==> src/rtl/cmd_rx_assembler.sv <==
// UART receiver (8N1) feeding a two-byte command assembler.
// Two consecutive good bytes form cmd = {first, second}. The assembler drops back
// to expecting a high byte on a framing error, or when the gap between bytes is too long.
module cmd_rx_assembler #(
  parameter int unsigned BAUD_DIV  = 2604,
  parameter int unsigned TO_CYCLES = 65536
) (
  input  logic        clk,
  input  logic        rst_n,
  input  logic        RX,
  input  logic        clr_cmd_rdy,
  output logic [15:0] cmd,
  output logic        cmd_rdy,
  output logic        frm_err
);

  localparam int unsigned BW = $clog2(BAUD_DIV + 1);
  localparam int unsigned TW = $clog2(TO_CYCLES + 1);
  localparam logic [BW-1:0] BAUD_FULL = BW'(BAUD_DIV);
  localparam logic [BW-1:0] BAUD_HALF = BW'(BAUD_DIV / 2);
  localparam logic [BW-1:0] BAUD_ONE  = BW'(1);
  localparam logic [TW-1:0] TO_LAST   = TW'(TO_CYCLES - 1);
  localparam logic [TW-1:0] TO_ONE    = TW'(1);

  typedef enum logic {RX_IDLE, RX_RECV} rx_state_e;
  typedef enum logic {WAIT_HI, WAIT_LO} asm_state_e;

  logic            rx_meta_q, rx_sync_q, rx_prev_q;
  rx_state_e       rx_state_q, rx_state_d;
  logic [BW-1:0]   baud_cnt_q, baud_cnt_d;
  logic [3:0]      bit_cnt_q, bit_cnt_d;
  logic [7:0]      shift_q, shift_d;
  logic            byte_vld_q, byte_vld_d;
  logic            frm_err_q, frm_err_d;
  asm_state_e      asm_state_q, asm_state_d;
  logic [7:0]      hi_q, hi_d;
  logic [TW-1:0]   idle_cnt_q, idle_cnt_d;
  logic [15:0]     cmd_q, cmd_d;
  logic            cmd_rdy_q, cmd_rdy_d;

  logic            rx_fall;
  logic            sample;
  logic            start_ok;
  logic            set_rdy;
  logic            clr_rdy;

  assign rx_fall  = rx_prev_q & ~rx_sync_q;
  assign sample   = (rx_state_q == RX_RECV) && (baud_cnt_q <= BAUD_ONE);
  assign start_ok = sample && (bit_cnt_q == 4'd0) && !rx_sync_q;

  // Two-flop synchronizer plus previous-value flop for edge detection
  always_ff @(posedge clk or negedge rst_n) begin
    if (!rst_n) begin
      rx_meta_q <= 1'b1;
      rx_sync_q <= 1'b1;
      rx_prev_q <= 1'b1;
    end else begin
      rx_meta_q <= RX;
      rx_sync_q <= rx_meta_q;
      rx_prev_q <= rx_sync_q;
    end
  end

  // Receiver next state: mid-bit sampling of start, 8 data bits LSB first, stop
  always_comb begin
    rx_state_d = rx_state_q;
    baud_cnt_d = baud_cnt_q;
    bit_cnt_d  = bit_cnt_q;
    shift_d    = shift_q;
    byte_vld_d = 1'b0;
    frm_err_d  = 1'b0;
    case (rx_state_q)
      RX_IDLE: begin
        if (rx_fall) begin
          rx_state_d = RX_RECV;
          baud_cnt_d = BAUD_HALF;
          bit_cnt_d  = 4'd0;
        end
      end
      RX_RECV: begin
        if (sample) begin
          baud_cnt_d = BAUD_FULL;
          bit_cnt_d  = bit_cnt_q + 4'd1;
          if (bit_cnt_q == 4'd0) begin
            if (rx_sync_q) begin
              rx_state_d = RX_IDLE;
            end
          end else if (bit_cnt_q == 4'd9) begin
            rx_state_d = RX_IDLE;
            if (rx_sync_q) begin
              byte_vld_d = 1'b1;
            end else begin
              frm_err_d = 1'b1;
            end
          end else begin
            shift_d = {rx_sync_q, shift_q[7:1]};
          end
        end else begin
          baud_cnt_d = baud_cnt_q - BAUD_ONE;
        end
      end
      default: rx_state_d = RX_IDLE;
    endcase
  end

  // Receiver state registers
  always_ff @(posedge clk or negedge rst_n) begin
    if (!rst_n) begin
      rx_state_q <= RX_IDLE;
      baud_cnt_q <= '0;
      bit_cnt_q  <= '0;
      shift_q    <= '0;
      byte_vld_q <= 1'b0;
      frm_err_q  <= 1'b0;
    end else begin
      rx_state_q <= rx_state_d;
      baud_cnt_q <= baud_cnt_d;
      bit_cnt_q  <= bit_cnt_d;
      shift_q    <= shift_d;
      byte_vld_q <= byte_vld_d;
      frm_err_q  <= frm_err_d;
    end
  end

  // Assembler next state: pair bytes, inter-byte timeout, ready flag
  always_comb begin
    asm_state_d = asm_state_q;
    hi_d        = hi_q;
    idle_cnt_d  = idle_cnt_q;
    cmd_d       = cmd_q;
    set_rdy     = 1'b0;
    case (asm_state_q)
      WAIT_HI: begin
        if (byte_vld_q) begin
          hi_d        = shift_q;
          idle_cnt_d  = '0;
          asm_state_d = WAIT_LO;
        end
      end
      WAIT_LO: begin
        if (byte_vld_q) begin
          cmd_d       = {hi_q, shift_q};
          set_rdy     = 1'b1;
          asm_state_d = WAIT_HI;
        end else if (rx_state_q == RX_IDLE) begin
          if (idle_cnt_q >= TO_LAST) begin
            asm_state_d = WAIT_HI;
          end else begin
            idle_cnt_d = idle_cnt_q + TO_ONE;
          end
        end
      end
      default: asm_state_d = WAIT_HI;
    endcase
    if (frm_err_q) begin
      asm_state_d = WAIT_HI;
    end
    // A new command only clears the flag once its start bit is confirmed at
    // mid-bit, so a line glitch cannot drop an unread command.
    clr_rdy = clr_cmd_rdy || (start_ok && (asm_state_q == WAIT_HI));
    if (set_rdy) begin
      cmd_rdy_d = 1'b1;
    end else if (clr_rdy) begin
      cmd_rdy_d = 1'b0;
    end else begin
      cmd_rdy_d = cmd_rdy_q;
    end
  end

  // Assembler state registers
  always_ff @(posedge clk or negedge rst_n) begin
    if (!rst_n) begin
      asm_state_q <= WAIT_HI;
      hi_q        <= '0;
      idle_cnt_q  <= '0;
      cmd_q       <= '0;
      cmd_rdy_q   <= 1'b0;
    end else begin
      asm_state_q <= asm_state_d;
      hi_q        <= hi_d;
      idle_cnt_q  <= idle_cnt_d;
      cmd_q       <= cmd_d;
      cmd_rdy_q   <= cmd_rdy_d;
    end
  end

  assign cmd     = cmd_q;
  assign cmd_rdy = cmd_rdy_q;
  assign frm_err = frm_err_q;

endmodule

==> config.mk <==
export PLATFORM = sky130hd
export DESIGN_NAME = cmd_rx_assembler
export DESIGN_NICKNAME = d
export VERILOG_FILES = /design/src/rtl/cmd_rx_assembler.sv
export SDC_FILE = /design/constraint.sdc
export NUM_CORES = 1
export LEC_CHECK = 0
export BUFFER_PORTS_ARGS = -buffer_cell sky130_fd_sc_hd__buf_4
export CAP_MARGIN = 20
export CORE_MARGIN = 4
export CORE_UTILIZATION = 50
export CTS_CLUSTER_SIZE = 14
export DETAILED_ROUTE_END_ITERATION = 8
export GPL_ROUTABILITY_DRIVEN = 0
export PLACE_DENSITY = 0.79
export SYNTH_ARGS = -nofsm -noshare
export SYNTH_HDL_FRONTEND = slang
export SYNTH_SLANG_ARGS = --single-unit
==> constraint.sdc <==
create_clock -name clk -period 3 [get_ports clk]
set_clock_uncertainty 0.1 [all_clocks]
set_input_delay 0.15 -clock clk [delete_from_list [all_inputs] [get_ports clk]]
set_output_delay 0.15 -clock clk [all_outputs]
set_load 0.03 [all_outputs]
==> summary.md <==
| Metric | Value |
|---|---|
| Post-synth design cell area | `~3300 um^2` |
| Detailed-route via count | `about 2300` |
| Number of clock sinks seen by CTS | `73` |
| Slew at the pin closest to its max-slew limit | `between 800 and 900 ps` |
| Setup slack after placement | `around 350 ps` |
| Final setup slack of the worst path | `approximately 330 ps` |
| Latest clock arrival within the worst-skew pair | `around 350 ps` |
| Per-cell via count in the routed design | `5.66` |
| Detail Placement HPWL | `roughly 4.2 mm` |
| Site row count | `29` |
| Clock buffers created by TritonCTS | `9` |
| Category of the worst setup path capture point | `register` |
| CORE AREA | `between 6000 and 7000 um^2` |
| Leakage Power | `between 0.0015 and 0.002 uW` |
| Number of hold violations in the final report | `0` |
| CP startpoint kind | `register` |
| Hold Path Cell Cnt | `0` |
| CP Max Fanout | `11` |
| Routed len/inst | `~15 um` |
| RSZ-0062 raised after global routing | `false` |
| Syn nets | `318` |
| Clock root buffer | `sky130_fd_sc_hd__clkbuf_8` |
| Clock period minus worst slack | `approximately 2700 ps` |
| Post-CTS setup buffer count | `0` |
| Fraction of the yosys area taken by sequential cells | `0.548` |
| Status | `completed` |
| Critical Path RT | `3110 ps` |
| # diodes | `0` |
| Reg2reg path depth | `9` |
| Share of final-layout standard cells stronger than drive strength 1 | `0.217` |
| Primary flip-flop cell chosen by synthesis mapping | `sky130_fd_sc_hd__dfrtp_1` |
| DIE AREA | `about 8100 um^2` |
| Number of fill cells | `508` |
| Mean instance size in the synthesized netlist | `~11 um^2` |
| Initial Util | `0.521` |
| Wire length of the first global-routing pass | `around 11 mm` |
| Finished Core Util | `0.597` |
| Part of the cycle the worst path needs | `0.888` |
| Non-filler cells, final | `a little over 400` |
| Number of antenna violations at the first check in global routing | `0` |
| Async S/R FF share, synth | `1.00` |
| Pin count of the biggest net entering global routing | `74` |
| Max capacitance violation total | `0` |
| Height of the die | `~90 um` |
| Drt initial violations | `between 150 and 200` |
| Summed negative setup slack over all endpoints | `0 ps` |
| Post-synthesis cell type count | `46` |
| I/O Buffers | `21` |
| Chip Width | `between 80 and 90 um` |
| Number of flip-flops and latches in the synthesized netlist | `73` |
| Vias in the first global route | `about 2300` |
| Number of placed instances, taps included | `394` |
| Antenna viol nets, final | `0` |
| Worst vdd rail ir drop | `about 530 uV` |
| Number of levels the H-tree was split into | `3` |
| Synth Warn # | `0` |
| Register clock-pin slew on the reported worst setup and hold paths | `about 80 ps` |
| Remaining global-route overflow | `0` |
| Max-slew headroom at the worst pin | `0.408` |
| Count of TritonRoute iterations in the first routing pass | `4` |
| Io pins | `22` |
| Final worst hold slack | `about 270 ps` |
| Number of cells produced by synthesis | `between 300 and 400` |
| Number of synthesized flops with an enable pin | `0` |
| Total Routing Usage GR | `0.164` |
| Number of design rule violations left after detail routing | `0` |
| Layout Nets | `about 340` |
| Aggregate routed wire length | `about 6.3 mm` |
| Achievable frequency | `between 0.3 and 0.4 GHz` |
| Area Growth Syn to Fin | `14.7%` |
| Max-slew violation count | `0` |
| Path type of the worst setup path | `reg2reg` |
| Final Setup Violations | `0` |
| Path class of the lowest-slack min-delay path | `reg2reg` |
| Critical path data arrival time | `around 2800 ps` |
| # resized after CTS | `0` |
| Total power per unit cell area | `around 630 nW/um^2` |
| TritonCTS clock tree | `yes` |
| Maximum buffer depth of the clock tree | `2` |
[logic make-up after synthesis]
logic type / share of synthesized area
buffers and inverters: 0.0284
AO/OA/AOI/OAI: 0.0921
XOR/XNOR: 0.0393
adder cells (fa/ha/maj): 0.0262
multiplexers: 0.0838
AND/OR/NAND/NOR: 0.183
flip-flops: 0.548
[metrics by stage]
stage,cell area [um^2],total power [uW]
after global placement,3560,1470
after floorplan,3340,1400
final,3830,2410
after global routing,3830,2520
after detailed placement,3560,1490
after CTS,3830,2420
[state kept, by name (all words and copies together) (netlist names)]
signal and cells:
cmd_rdy 1, rx_sync_q 1, rx_meta_q 1, frm_err 1, cmd 16, idle_cnt_q 17, shift_q 8, asm_state_q 1
byte_vld_q 1, rx_state_q 1, bit_cnt_q 4, rx_prev_q 1, baud_cnt_q 12, hi_q 8
[worst max-delay path, stage by stage (launching register included)]
cell                       delay [ps]
sky130_fd_sc_hd__dfrtp_1          420
sky130_fd_sc_hd__ha_1             260
sky130_fd_sc_hd__nand4_1          160
sky130_fd_sc_hd__nor3_1            80
sky130_fd_sc_hd__ha_1             210
sky130_fd_sc_hd__or4b_4           550
sky130_fd_sc_hd__nor2_4           130
sky130_fd_sc_hd__o21ai_1          250
sky130_fd_sc_hd__o211ai_1         260
sky130_fd_sc_hd__o31ai_1           90
[cells in the mapped netlist (all sizes together), types with 7 or more instances]
| library cell | n | area (um^2) |
|---|---|---|
| nor4 | 8 | 77.6 |
| ha | 7 | 87.6 |
| clkbuf | 9 | 33.8 |
| dfrtp | 70 | 1750 |
| inv | 10 | 37.5 |
| mux2 | 24 | 270 |
| nand3 | 15 | 75.1 |
| nor2 | 25 | 109 |
| nand2 | 43 | 161 |
| o21ai | 13 | 65.1 |
| xor2 | 11 | 96.3 |
| o211ai | 9 | 67.6 |
[what timing repair did]
action | 4_1_cts | 5_1_grt
hold buffers | 3 | 0
endpoints found under the hold margin | 72 | 0
endpoints found under the setup margin | 0 | 0
[report_power, final]
part           switching [uW]  internal, uW
sequential               99.3          1070
combinational             166           138
clock                     377           557
[metal layers]
| layer | share of wire | routed length, um | global-route usage |
|---|---|---|---|
| met2 | 0.50 | 3130 | 0.268 |
| met4 | 0.019 | 117 | 0.0856 |
| met3 | 0.025 | 157 | 0.0359 |
| met5 | 0 | 0 | 0 |
| met1 | 0.46 | 2900 | 0.206 |
[cells in the final DEF (no fill, tap or decap), types with 3 or more instances in the layout]
| cell | n |
|---|---|
| sky130_fd_sc_hd__dfrtp_1 | 70 |
| sky130_fd_sc_hd__nand2_1 | 43 |
| sky130_fd_sc_hd__mux2_2 | 24 |
| sky130_fd_sc_hd__buf_4 | 24 |
| sky130_fd_sc_hd__nor2_1 | 23 |
| sky130_fd_sc_hd__nand3_1 | 15 |
| sky130_fd_sc_hd__o21ai_0 | 12 |
| sky130_fd_sc_hd__xor2_1 | 11 |
| sky130_fd_sc_hd__inv_1 | 10 |
| sky130_fd_sc_hd__o211ai_1 | 9 |
| sky130_fd_sc_hd__clkbuf_8 | 9 |
| sky130_fd_sc_hd__ha_1 | 7 |
| sky130_fd_sc_hd__nand4_1 | 5 |
| sky130_fd_sc_hd__nor4_1 | 5 |
| sky130_fd_sc_hd__a21oi_1 | 5 |
| sky130_fd_sc_hd__o31ai_1 | 5 |
| sky130_fd_sc_hd__and3_1 | 4 |
| sky130_fd_sc_hd__xnor2_1 | 4 |
| sky130_fd_sc_hd__nand2b_1 | 3 |
| sky130_fd_sc_hd__nand3b_1 | 3 |
| sky130_fd_sc_hd__bufinv_16 | 3 |
| sky130_fd_sc_hd__dlygate4sd3_1 | 3 |
| sky130_fd_sc_hd__dfstp_2 | 3 |
[path summary, 6_finish.rpt]
kind                                           startpoint                         to  slack (ps)
worst min register to register        rx_meta_q$_DFF_PN1_        rx_sync_q$_DFF_PN1_         270
max in group asynchronous                           rst_n  idle_cnt_q[2]$_DFFE_PN0P_        1850
worst max-delay path            idle_cnt_q[0]$_DFFE_PN0P_  idle_cnt_q[4]$_DFFE_PN0P_         330
worst min-delay path                  rx_meta_q$_DFF_PN1_        rx_sync_q$_DFF_PN1_         270
worst max register to register  idle_cnt_q[0]$_DFFE_PN0P_  idle_cnt_q[4]$_DFFE_PN0P_         330
min in group asynchronous                           rst_n         cmd[7]$_DFFE_PN0P_         360
[final cells by class]
type / instances / area (um^2) / area share
Clock buffer: 10 / 128 / 0.0333
Clock inverter: 6 / 115 / 0.0300
Inverter: 10 / 37.5 / 0.00979
Multi-Input combinational cell: 210 / 1420 / 0.370
Sequential cell: 73 / 1830 / 0.477
Tap cell: 77 / 96.3 / 0.0251
Timing Repair Buffer: 27 / 210 / 0.0548
(Power assumes the default switching activity.)
